### config.mk
export PLATFORM = sky130hd
export DESIGN_NAME = ram_dump_sequencer_flat
export DESIGN_NICKNAME = d
export VERILOG_FILES = /design/src/rtl/shapool_ram_pkg.sv /design/src/rtl/ram_dump_sequencer_if.sv /design/src/rtl/ram_dump_checksum.sv /design/src/rtl/ram_dump_sequencer.sv /design/src/flat_wrapper.sv
export SDC_FILE = /design/constraint.sdc
export NUM_CORES = 1
export LEC_CHECK = 0
export ABC_AREA = 1
export BUFFER_PORTS_ARGS = -buffer_cell sky130_fd_sc_hd__buf_4
export CAP_MARGIN = 30
export CORE_AREA = 3 3 95 97
export DETAILED_ROUTE_END_ITERATION = 10
export DIE_AREA = 0 0 98 100
export HOLD_SLACK_MARGIN = 0.05
export MAX_ROUTING_LAYER = met4
export PLACE_DENSITY = 0.82
export SLEW_MARGIN = 5
export SYNTH_ARGS = -nofsm -noshare
export SYNTH_HDL_FRONTEND = slang
export SYNTH_HIERARCHICAL = 1
export SYNTH_SLANG_ARGS = --single-unit
### constraint.sdc
create_clock -name clk -period 3.3 [get_ports clk]
set_input_delay 0.66 -clock clk [delete_from_list [all_inputs] [get_ports clk]]
set_output_delay 0.66 -clock clk [all_outputs]
set_load 0.005 [all_outputs]
### src/rtl/shapool_ram_pkg.sv
// Shared constants and the dump FSM state type for the round-constant RAM dump path.
package shapool_ram_pkg;

  // SB_RAM40_4K READ/WRITE_MODE encoding for 256x16 organisation
  localparam logic [1:0]  RAM_MODE_256X16 = 2'd0;
  localparam logic [7:0]  KT_BASE_ADDR    = 8'h80;
  localparam int unsigned KT_WORDS        = 64;

  typedef enum logic [1:0] {
    IDLE    = 2'd0,
    RUN     = 2'd1,
    DONE_ST = 2'd2
  } dump_state_e;

endpackage

### src/rtl/ram_dump_sequencer_if.sv
// RAM read port plus the valid/ready word stream of the dump sequencer.
interface ram_dump_sequencer_if #(
  parameter int unsigned DATA_WIDTH = 32,
  parameter int unsigned ADDR_WIDTH = 8
);
  logic [ADDR_WIDTH-1:0] mem_raddr;
  logic                  mem_re;
  logic [DATA_WIDTH-1:0] mem_rdata;
  logic                  word_valid;
  logic                  word_ready;
  logic [DATA_WIDTH-1:0] word_data;
  logic                  word_last;

  modport master (
    output mem_raddr, mem_re, word_valid, word_data, word_last,
    input  mem_rdata, word_ready
  );

  modport slave (
    input  mem_raddr, mem_re, word_valid, word_data, word_last,
    output mem_rdata, word_ready
  );
endinterface

### src/rtl/ram_dump_checksum.sv
// Modular sum of streamed words; cleared at dump start, accumulates on each transfer.
module ram_dump_checksum #(
  parameter int unsigned DATA_WIDTH = 32
) (
  input  logic                  clk,
  input  logic                  reset,
  input  logic                  i_clear,
  input  logic                  i_en,
  input  logic [DATA_WIDTH-1:0] i_data,
  output logic [DATA_WIDTH-1:0] o_sum
);
  logic [DATA_WIDTH-1:0] r_sum;

  always_ff @(posedge clk) begin
    if (reset || i_clear) r_sum <= '0;
    else if (i_en)        r_sum <= r_sum + i_data;
  end

  assign o_sum = r_sum;
endmodule

### src/rtl/ram_dump_sequencer.sv
// Dumps WORD_COUNT words from a synchronous RAM onto a valid/ready stream and a shift window.
// Optional running checksum port when DUMP_CHECKSUM_EN is defined.
module ram_dump_sequencer
  import shapool_ram_pkg::*;
#(
  parameter int unsigned           DATA_WIDTH   = 32,
  parameter int unsigned           ADDR_WIDTH   = 8,
  parameter logic [ADDR_WIDTH-1:0] BASE_ADDR    = ADDR_WIDTH'(KT_BASE_ADDR),
  parameter int unsigned           WORD_COUNT   = KT_WORDS,
  parameter int unsigned           RESULT_WIDTH = 64
) (
  input  logic                    clk,
  input  logic                    reset,
  input  logic                    start,
  output logic                    busy,
  output logic                    done,
  ram_dump_sequencer_if.master    bus,
  output logic [RESULT_WIDTH-1:0] result
`ifdef DUMP_CHECKSUM_EN
  , output logic [DATA_WIDTH-1:0] checksum
`endif
);
  localparam int unsigned      CNT_W    = $clog2(WORD_COUNT + 1);
  localparam logic [CNT_W-1:0] N_WORDS  = CNT_W'(WORD_COUNT);
  localparam logic [CNT_W-1:0] LAST_IDX = CNT_W'(WORD_COUNT - 1);

  if (WORD_COUNT == 0 ||
      (longint'(BASE_ADDR) + longint'(WORD_COUNT)) > (longint'(1) << ADDR_WIDTH)) begin : g_bad_range
    $error("ram_dump_sequencer: WORD_COUNT must be >=1 and the dump must fit below 2**ADDR_WIDTH");
  end
  if (RESULT_WIDTH < DATA_WIDTH || (RESULT_WIDTH % DATA_WIDTH) != 0) begin : g_bad_result
    $error("ram_dump_sequencer: RESULT_WIDTH must be a multiple of DATA_WIDTH");
  end

  dump_state_e           r_state, w_state_nxt;
  logic                  r_busy, r_done, r_valid;
  logic [ADDR_WIDTH-1:0] r_raddr;
  logic [CNT_W-1:0]      r_issued, r_xfer;
  logic [RESULT_WIDTH-1:0] r_result, w_result_shift;
  logic                  w_start, w_issue, w_xfer, w_last_xfer;

  assign w_start     = start && !r_busy;
  assign w_xfer      = r_valid && bus.word_ready;
  // A read is only issued when the word it produces has somewhere to go
  assign w_issue     = r_busy && (r_issued < N_WORDS) && (!r_valid || bus.word_ready);
  assign w_last_xfer = w_xfer && (r_xfer == LAST_IDX);

  always_ff @(posedge clk) begin
    if (reset) begin
      r_state <= IDLE;
      r_busy  <= 1'b0;
      r_done  <= 1'b0;
    end else begin
      r_state <= w_state_nxt;
      r_busy  <= (w_state_nxt == RUN);
      r_done  <= (w_state_nxt == DONE_ST);
    end
  end

  always_comb begin
    w_state_nxt = r_state;
    case (r_state)
      IDLE, DONE_ST: if (start)       w_state_nxt = RUN;
      RUN:           if (w_last_xfer) w_state_nxt = DONE_ST;
      default:                        w_state_nxt = IDLE;
    endcase
  end

  if (RESULT_WIDTH == DATA_WIDTH) begin : g_res_single
    assign w_result_shift = bus.mem_rdata;
  end else begin : g_res_shift
    assign w_result_shift = {bus.mem_rdata, r_result[RESULT_WIDTH-1:DATA_WIDTH]};
  end

  always_ff @(posedge clk) begin
    if (reset || w_start) begin
      r_raddr  <= BASE_ADDR;
      r_issued <= '0;
      r_xfer   <= '0;
      r_valid  <= 1'b0;
      r_result <= '0;
    end else begin
      if (w_issue) begin
        r_issued <= r_issued + CNT_W'(1);
        // Hold on the final address so the top of memory never wraps to zero
        if (r_issued != LAST_IDX) r_raddr <= r_raddr + ADDR_WIDTH'(1);
      end
      if (w_issue)     r_valid <= 1'b1;
      else if (w_xfer) r_valid <= 1'b0;
      if (w_xfer) begin
        r_xfer   <= r_xfer + CNT_W'(1);
        r_result <= w_result_shift;
      end
    end
  end

`ifdef DUMP_CHECKSUM_EN
  ram_dump_checksum #(.DATA_WIDTH(DATA_WIDTH)) u_checksum (
    .clk     (clk),
    .reset   (reset),
    .i_clear (w_start),
    .i_en    (w_xfer),
    .i_data  (bus.mem_rdata),
    .o_sum   (checksum)
  );
`endif

  assign bus.mem_raddr  = r_raddr;
  assign bus.mem_re     = w_issue;
  assign bus.word_valid = r_valid;
  assign bus.word_data  = bus.mem_rdata;
  assign bus.word_last  = r_valid && (r_xfer == LAST_IDX);
  assign busy           = r_busy;
  assign done           = r_done;
  assign result         = r_result;

endmodule

### src/flat_wrapper.sv
// flat-port wrapper written by rule: the top's interface ports become plain ports
module ram_dump_sequencer_flat import shapool_ram_pkg::*;
#(
  parameter int unsigned           DATA_WIDTH   = 32,
  parameter int unsigned           ADDR_WIDTH   = 8,
  parameter logic [ADDR_WIDTH-1:0] BASE_ADDR    = ADDR_WIDTH'(KT_BASE_ADDR),
  parameter int unsigned           WORD_COUNT   = KT_WORDS,
  parameter int unsigned           RESULT_WIDTH = 64
)
  (clk, reset, start, busy, done, result, bus_mem_raddr, bus_mem_re, bus_word_valid, bus_word_data, bus_word_last, bus_mem_rdata, bus_word_ready);
  ram_dump_sequencer_if #(.DATA_WIDTH(DATA_WIDTH), .ADDR_WIDTH(ADDR_WIDTH)) bus_i ();
  input  logic clk;
  input  logic reset;
  input  logic start;
  output logic busy;
  output logic done;
  output logic [RESULT_WIDTH-1:0] result;
  output wire logic [$bits(bus_i.mem_raddr)-1:0] bus_mem_raddr;
  output wire logic [$bits(bus_i.mem_re)-1:0] bus_mem_re;
  output wire logic [$bits(bus_i.word_valid)-1:0] bus_word_valid;
  output wire logic [$bits(bus_i.word_data)-1:0] bus_word_data;
  output wire logic [$bits(bus_i.word_last)-1:0] bus_word_last;
  input wire logic [$bits(bus_i.mem_rdata)-1:0] bus_mem_rdata;
  input wire logic [$bits(bus_i.word_ready)-1:0] bus_word_ready;
  assign bus_mem_raddr = bus_i.mem_raddr;
  assign bus_mem_re = bus_i.mem_re;
  assign bus_word_valid = bus_i.word_valid;
  assign bus_word_data = bus_i.word_data;
  assign bus_word_last = bus_i.word_last;
  assign bus_i.mem_rdata = bus_mem_rdata;
  assign bus_i.word_ready = bus_word_ready;
  ram_dump_sequencer #(.DATA_WIDTH(DATA_WIDTH), .ADDR_WIDTH(ADDR_WIDTH), .BASE_ADDR(BASE_ADDR), .WORD_COUNT(WORD_COUNT), .RESULT_WIDTH(RESULT_WIDTH)) u_core (.clk(clk), .reset(reset), .start(start), .busy(busy), .done(done), .bus(bus_i), .result(result));
endmodule
==> results of run 1 <==
[layout make-up]
type                            instances  share of cell area (%)
Sequential cell                        91                    38.0
Tap cell                              105                    2.74
Clock buffer                           10                    2.87
Inverter                               23                    1.80
Clock inverter                          6                    1.51
Multi-Input combinational cell        326                    29.8
Timing Repair Buffer                  147                    23.3
[tightest hold or removal path, cell delays in order, from the launching register on]
cell,delay [ns]
dfxtp_1,0.32
nand2_1,0.06
a21oi_1,0.05
[synthesized netlist by cell type (all sizes together)]
library cell / instances / area [um2]
o21ai: 8 / 40.0
nor2: 32 / 135
nor3: 4 / 20.0
nor3b: 1 / 7.51
dfxtp: 91 / 1820
nand3b: 1 / 7.51
a21o: 1 / 7.51
nand4: 1 / 6.26
buf: 53 / 362
nand2: 182 / 686
nand3: 10 / 50.1
xor2: 1 / 8.76
ha: 3 / 37.5
clkbuf: 2 / 7.51
a21oi: 81 / 417
inv: 23 / 86.3
o21bai: 1 / 7.51
[flip-flops by register name (all words and copies together), names as in the netlist]
signal                 flops
u_core/busy                1
u_core/r_state             2
u_core/done                1
u_core/result             64
u_core/r_xfer              7
u_core/r_issued            7
u_core/bus.mem_raddr       8
u_core/bus.word_valid      1
[metal layers]
layer	up-vias	global-route usage (%)	wire, um
met5	-	-	0
met4	0	6.50	146
met3	13	4.73	576
met2	118	31.3	4500
met1	1591	19.2	3630
li1	1745	-	-
[worst paths after layout]
path	start	endpoint	slack, ns
setup / recovery	u_core/r_xfer[0]$_SDFFE_PP0P_	bus_word_last	1.12
hold / removal	u_core/result[16]$_SDFFE_PP0P_	u_core/result[16]$_SDFFE_PP0P_	0.46
setup reg to reg	u_core/bus.word_valid$_SDFFE_PP0P_	u_core/result[50]$_SDFFE_PP0P_	1.33
hold reg to reg	u_core/result[16]$_SDFFE_PP0P_	u_core/result[16]$_SDFFE_PP0P_	0.46
[cells by family (layout without fill, tap and decap cells)]
kind of cell	Yosys count	in the layout	share of synthesized area [%]
compound gates	91	91	12.7
buf+inv	78	186	12.3
fa+ha+maj	3	3	1.01
simple gates	231	231	24.6
xor+xnor	1	1	0.236
flops	91	91	49.1
[power groups by stage]
stage	registers (mW)	logic (mW)	clock network, mW
after floorplan	1.14	0.104	0
after global placement	1.14	0.170	0
after detailed placement	1.14	0.174	0
after CTS	1.12	0.175	0.791
after global routing	1.12	0.191	0.842
final	1.12	0.173	0.768
[stage by stage]
step           hold WS, ns  area (um2)  std cells  utilization [%]  total power [mW]
3_3_place_gp         0.450        4590        692             55.8              1.31
5_1_grt              0.479        4800        708             58.4              2.15
3_5_place_dp         0.455        4590        692             55.8              1.32
4_1_cts              0.466        4800        708             58.4              2.09
6_report             0.463        4800        708             58.4              2.06
2_1_floorplan        0.447        3710        495                -              1.25
==> flow_summary.toml, run 1 <==
[power_and_ir_drop]
combPwrFrac_pct = 8.4
pwr-share-clk_pct = 37.3
p_int_mw = 1.57
leakagePower_nw = 1.98
ir_worst_vdd_mv = 0.241
switchingPower_mw = 0.493
seq_power_share_pct = 54.3
switching_share_pct = 23.9
power_density_mw_per_mm2 = 430

[logic_synthesis]
synth-seq-area-share_pct = 49.1
synth_cell_type_count = 24
ys_ff_latch = 91
yosysWarnings = 6
synthesis.area_mm2 = 0.00371
syn-mean-instance-area_um2 = 7.49
synthCells = 495
synth.net_count = 534

[status]
status = "complete, no violations"

[global_route]
antenna_found_initial = 0
grt_pass1_vias = 3248
grt_max_degree = 41
grtUsageTotal_pct = 17.7
grt_pass1_wl_mm = 14.1
grt_overflow_total = 0

[drt]
wl_per_cell_um = 12.5
drtPass1Iterations = 4
first_iter_violations = 109
routed_wl_mm = 8.85
drc = 0
via_count = 3467
antenna_left = 0
viasPerCell = 4.90

[floorplanning]
fp.dieH_um = 100
die_area_mm2 = 0.00980
fp-row-count = 33
io_pins = 145
fp.dieW_um = 98
core_mm2 = 0.00822
initial_core_util_pct = 45.1

[critical_path]
worstSetupPathDepth = 4
slowest_delay_ns = 0.37
end_kind = "output port"
reg2reg_depth = 5
start_kind = "flop"
cp.required_ns = 2.64
crit_type = "reg -> out"
crit_fanout = 3
cpLargestDelayFamily = "simple AND/OR/NAND/NOR gates"
cp.arrival_ns = 1.52
cp_slowest_cell = "dfxtp_1"
cp_cell_sequence = "ha_1 -> nand3_1 -> nor3_1 -> buf_4"
critical_path_buf_inv_count = 1

[cts]
cts-hold-fix-buffers = 0
clock-sinks = 91
cts_buffers = 9
cts_tree = "built"
cts_resized = 0
clk_root_buffer_cell = "clkbuf_8"
worstSkewPairLatency_ns = 0.35
clock_path_buffers = 2
path_clk_slew_ns = 0.09
htreeDepth = 3
post_cts_buffers = 0

[cells_and_area]
fin_nets = 637
drive_above_1_share_pct = 28.0
nFillCells = 753
antenna_cells = 0
area_growth_pct = 29.4
layout_commonest_cell = "nand2_1"
area.sequential_mm2 = 0.00182
multi_input_area_mm2 = 0.00143
final_cell_mix = "181 x nand2_1, 146 x buf_4, 91 x dfxtp_1"

[sta]
finalCritPeriodShare_pct = 66.1
hold_viol_final = 0
setup_tns_ns = 0
max_freq_ghz = 0.459
relSlewSlack_pct = 56.8
tightest_slew_ns = 0.647
setup_slack_ns = 1.12
timing.final.crit_period_ns = 2.18
fin_skew_ns = 0.0117
rsz0062_at_grt = "false"
drv_slew = 0
setup_violations = 0

[placed_design]
hpwlAfterDp_mm = 6.37
port_buffers = 144
pre_cts_ws_ns = 0.967
place_congestion = 0.813

[worst_hold_path]
hold_class = "reg -> reg"
whs_path_depth = 2

[job]
cap_violations = 0
No activity file was read; power rests on OpenSTA's default activity.
==> run 2: changes to the inputs <==
- ABC_AREA: 1 -> 0
- CORE_AREA: 3 3 95 97 -> 3 3 94 96
- DIE_AREA: 0 0 98 100 -> 0 0 97 99
- clock period: 3.3 -> 2.25 ns (I/O delays scaled with it)
==> run 2 against run 1 <==
Compared with the run above: clock power grew 59%; worst hold slack got worse by 0.16 ns; first-iteration DRC count decreased by 14%; die area is 2.0% lower; via count decreased by 7.0%; critical path type unchanged; power up 50%; sequential cell count unchanged; global-route usage shrank 0.15 points; clock skew fell by 0.0043 ns; combinational power up 40%.
==> flow_summary.toml, run 2 <==
[status]
status = "complete, no violations"

[cts]
path_clk_slew_ns = 0.08
htreeDepth = 3
worstSkewPairLatency_ns = 0.34
clock-sinks = 91
post_cts_buffers = 0
clock_path_buffers = 2
cts-hold-fix-buffers = 0
cts_buffers = 9
cts_resized = 0
clk_root_buffer_cell = "clkbuf_8"
cts_tree = "built"

[logic_synthesis]
yosys.area.top_type = "dfxtp_1"
synth-seq-area-share_pct = 50.3
synth.net_count = 482
synth_xor_area_share_pct = 2.90
synth_top_family_by_area = "simple AND/OR/NAND/NOR gates"
syn-mean-instance-area_um2 = 8.17
ys.flop_type = "dfxtp_1"
synthAdderAreaFrac_pct = 1.04
synth_compound_gate_area_share_pct = 12.6
synth_top_area_share_pct = 50.3
muxShareOfSynthArea_pct = 0.277
async_flop_share_pct = 0
synthCells = 443
synth.top_cells.by_count = "138 x nand2_1, 91 x dfxtp_1, 76 x a21oi_1"
synthSimpleGateAreaFrac_pct = 22.6
ys_ff_latch = 91
yosysWarnings = 6
synth_cell_type_count = 38
synth_area_leaders = "dfxtp_1 50%, nand2_1 14%, a21oi_1 11%, buf_4 7.3%, nor2_1 1.7%"
synthesis.area_mm2 = 0.00362
synth_edf_count = 0
yosysMostFrequentCell = "nand2_1"

[floorplanning]
die_area_mm2 = 0.00960
io_pins = 145
initial_core_util_pct = 44.5
fp.dieH_um = 99
fp-row-count = 33
core_mm2 = 0.00813
fp.dieW_um = 97

[critical_path]
reg2reg_depth = 5
cp.required_ns = 1.80
cp.arrival_ns = 1.46
slowest_delay_ns = 0.38
end_kind = "output port"
crit_type = "reg -> out"
cp_slowest_cell = "dfxtp_1"
crit_fanout = 4
start_kind = "flop"
cp_cell_sequence = "ha_1 -> nand4_1 -> nor3_1 -> buf_4"

[sta]
max_freq_ghz = 0.525
fin_skew_ns = 0.00732
finalCritPeriodShare_pct = 84.7
tightest_slew_ns = 0.459
drv_slew = 0
setup_slack_ns = 0.345
setup_tns_ns = 0
timing.final.crit_period_ns = 1.91
relSlewSlack_pct = 69.4
setup_violations = 0
hold_viol_final = 0
rsz0062_at_grt = "false"

[global_route]
grt_pass1_wl_mm = 13.7
grt_overflow_total = 0
grt_pass1_vias = 3115
grtUsageTotal_pct = 17.6
grt_max_degree = 66
antenna_found_initial = 0

[placed_design]
hpwlAfterDp_mm = 6.06
placed_area_mm2 = 0.00454
pre_cts_ws_ns = 0.622
place_congestion = 0.794
port_buffers = 144

[cells_and_area]
antenna_cells = 0
multi_input_area_mm2 = 0.00143
drive_above_1_share_pct = 31.5
fin_area_mm2 = 0.00476
layout_commonest_cell = "buf_4"
nFillCells = 740
area_growth_pct = 31.6
final_cell_mix = "149 x buf_4, 137 x nand2_1, 91 x dfxtp_1"
fin_nets = 586
largest_reg_flops = 64
area.sequential_mm2 = 0.00182

[power_and_ir_drop]
leakagePower_nw = 1.90
power_density_mw_per_mm2 = 650
ir_worst_vdd_mv = 0.391

[drt]
first_iter_violations = 94
wl_per_cell_um = 12.9
antenna_left = 0
drtPass1Iterations = 4
via_count = 3224
drc = 0
routed_wl_mm = 8.51
viasPerCell = 4.91

[worst_hold_path]
hold_class = "in -> reg"
whs_path_depth = 2

[job]
cap_violations = 0
run 2: changes by cell type in the layout (fill, tap and decap cells not counted), moves of 5 or more:
cell and delta:
xnor2_1 +6, xor2_1 +5, nand2_1 -44, nand3_1 -5
nor2_1 -14, inv_1 -18, or3_1 +5
run 2: worst paths after layout:
kind	start	to	slack [ns]
setup / recovery	u_core/r_xfer[0]$_SDFFE_PP0P_	bus_word_last	0.34
hold / removal	reset	u_core/r_state[0]$_SDFF_PP0_	0.31
setup reg to reg	u_core/r_issued[0]$_SDFFE_PP0P_	u_core/bus.mem_raddr[5]$_SDFFE_PP0P_	0.59
hold reg to reg	u_core/result[6]$_SDFFE_PP0P_	u_core/result[6]$_SDFFE_PP0P_	0.46
run 2: through the flow:
stage	total power, mW	hold slack [ns]	std cells	util, %
detailed placement	1.92	0.447	641	55.8
global route	3.23	0.287	657	58.6
CTS	3.13	0.283	657	58.6
global placement	1.92	0.442	641	55.8
floorplan	1.82	0.447	443	-
finish	3.10	0.306	657	58.6
run 2: report_power, final:
group / switching (mW) / internal (mW)
logic: 0.124 / 0.119
registers: 0.0145 / 1.62
clock network: 0.533 / 0.686
total: 0.671 / 2.43
run 2: area by class of cell:
| cell class | instances | share of cell area, % |
|---|---|---|
| tap | 105 | 2.76 |
| multi-input combinational | 292 | 30.1 |
| clock buffer | 12 | 3.26 |
| sequential | 91 | 38.2 |
| timing repair buffer | 150 | 23.9 |
| clock inverter | 4 | 1.52 |
| inverter | 3 | 0.236 |
run 2: kinds of logic (layout without fill, tap and decap cells):
logic type      count (synthesis)  after routing
simple gates                  190            190
fa+ha+maj                       3              3
flops                          91             91
xor+xnor                       12             12
mux                             1              1
buf+inv                        60            169
compound gates                 86             86
run 2: routing by layer:
layer  share of wire, %  wire length (um)  track usage (%)
met5                  0                 0                -
met4                1.3               109             7.45
met3                6.6               563             4.39
met2                 51              4370             29.9
met1                 41              3470             19.7
run 2: worst max-delay path: cells and delay by family (launching register included):
family | cells | cell delay, ns
fa+ha+maj | 1 | 0.19
flops | 1 | 0.38
simple gates | 2 | 0.39
buf+inv | 1 | 0.16
==> run 3: changes to the inputs <==
- clock period: 2.25 -> 1.8 ns (I/O delays scaled with it)
==> run 3 against run 2 <==
Compared with the run above: power grew 20%; clock skew up 0.0031 ns; critical path depth unchanged; critical endpoint unchanged; largest cell class unchanged; largest power group unchanged; highest routed layer unchanged.
==> flow_summary.toml, run 3 (synthesis results as in run 2) <==
[cells_and_area]
multi_input_area_mm2 = 0.00144
drive_above_1_share_pct = 31.6
layout_commonest_cell = "buf_4"
nFillCells = 728
utilization_pct = 58.6
fin_nets = 585
area_growth_pct = 31.7
final_cell_mix = "145 x buf_4, 137 x nand2_1, 90 x dfxtp_1"
largest_reg_flops = 64
area.sequential_mm2 = 0.00182
antenna_cells = 0

[global_route]
grt_overflow_total = 0
grtUsageTotal_pct = 18.1
grt_max_degree = 66
antenna_found_initial = 0
grt_pass1_wl_mm = 14.1
grt_pass1_vias = 3058

[placed_design]
port_buffers = 144
hpwlAfterDp_mm = 6.06
place_congestion = 0.857

[floorplanning]
fp-row-count = 33
fp.dieH_um = 99
die_area_mm2 = 0.00960
fp.dieW_um = 97
initial_core_util_pct = 44.5
io_pins = 145
core_mm2 = 0.00813

[sta]
rsz0062_at_grt = "true"
max_freq_ghz = 0.582
setup_violations = 0
tightest_slew_ns = 0.397
drv_slew = 0
relSlewSlack_pct = 73.4
finalCritPeriodShare_pct = 95.5
hold_viol_final = 0
fin_skew_ns = 0.0104
timing.final.crit_period_ns = 1.72

[drt]
via_count = 3258
wl_per_cell_um = 13.1
drc = 0
first_iter_violations = 86
drtPass1Iterations = 4
antenna_left = 0
routed_wl_mm = 8.61
viasPerCell = 4.97

[critical_path]
cp.arrival_ns = 1.36
rr_startpoint = "u_core/r_issued[0]$_SDFFE_PP0P_"
cp.required_ns = 1.44
timing.rr.end = "u_core/bus.mem_raddr[5]$_SDFFE_PP0P_"
rrSetupSlack_ns = 0.19
crit_type = "reg -> out"
end_kind = "output port"
crit_fanout = 4
reg2reg_depth = 5
start_kind = "flop"

[status]
status = "complete, no violations"

[power_and_ir_drop]
power_density_mw_per_mm2 = 778
total_power_mw = 3.71
leakagePower_nw = 1.89
ir_worst_vdd_mv = 0.395

[cts]
clock_path_buffers = 2
clk_root_buffer_cell = "clkbuf_8"
post_cts_buffers = 0
htreeDepth = 3
worstSkewPairLatency_ns = 0.34
cts_buffers = 9
path_clk_slew_ns = 0.09
clock-sinks = 91
cts_tree = "built"

[worst_hold_path]
hold_class = "in -> reg"
holdPathEnd = "u_core/r_state[0]$_SDFF_PP0_"
min-delay-start = "reset"
whs_path_depth = 2

[job]
cap_violations = 0
run 3: power breakdown:
| group | switching (mW) | leakage [nW] | total (mW) | internal (mW) |
|---|---|---|---|---|
| combinational | 0.160 | 1.06 | 0.316 | 0.156 |
| sequential | 0.0172 | 0.735 | 2.05 | 2.03 |
| clock | 0.663 | 0.0926 | 1.34 | 0.679 |
| total | 0.841 | 1.89 | 3.71 | 2.87 |
run 3: repair_timing:
action / 4_1_cts / 5_1_grt
hold buffers: 0 / 0
endpoints found under the setup margin: 0 / 2
resized for setup: 0 / 2
run 3: per-stage QoR:
stage	cells	setup WS, ns	setup TNS [ns]	hold WS [ns]	cell area [um2]
after floorplan	443	0.370	0	0.429	3620
after global placement	640	0.265	0	0.443	4570
after detailed placement	640	0.223	0	0.448	4570
after CTS	656	0.0133	0	0.193	4760
after global routing	656	-0.00990	-0.00990	0.204	4770
final	656	0.0816	0	0.218	4770
run 3: worst max-delay path by stage:
stage                                    start                                   end  slack [ns]  cells past startpoint
3_5_place_dp   u_core/r_issued[0]$_SDFFE_PP0P_  u_core/bus.mem_raddr[5]$_SDFFE_PP0P_        0.22                      5
4_1_cts          u_core/r_xfer[0]$_SDFFE_PP0P_                         bus_word_last        0.01                      4
6_report         u_core/r_xfer[1]$_SDFFE_PP0P_                         bus_word_last        0.08                      4
5_1_grt          u_core/r_xfer[1]$_SDFFE_PP0P_                         bus_word_last       -0.01                      4
2_1_floorplan  u_core/r_issued[0]$_SDFFE_PP0P_  u_core/bus.mem_raddr[7]$_SDFFE_PP1P_        0.37                      6
3_3_place_gp   u_core/r_issued[0]$_SDFFE_PP0P_  u_core/bus.mem_raddr[5]$_SDFFE_PP0P_        0.27                      5
run 3: final cells by class:
cell class / instances / share of cell area (%)
clock buffers: 12 / 3.05
inverters: 3 / 0.236
flip-flops and latches: 91 / 38.3
clock inverters: 4 / 1.05
multi-input cells: 292 / 30.1
well taps: 105 / 2.76
repair buffers: 149 / 24.5
run 3: worst max-delay path, cell delays in order (launching register included):
cell and delay (ns):
dfxtp_1 0.35, ha_1 0.19, nand4_1 0.17, nor3_1 0.18
buf_4 0.14
run 3: per-layer routing:
metal,up-vias,routed length (um),track usage (%)
met5,-,0,-
met4,0,119,6.48
met3,13,575,4.46
met2,126,4320,29.7
met1,1506,3600,21.6
li1,1613,-,-
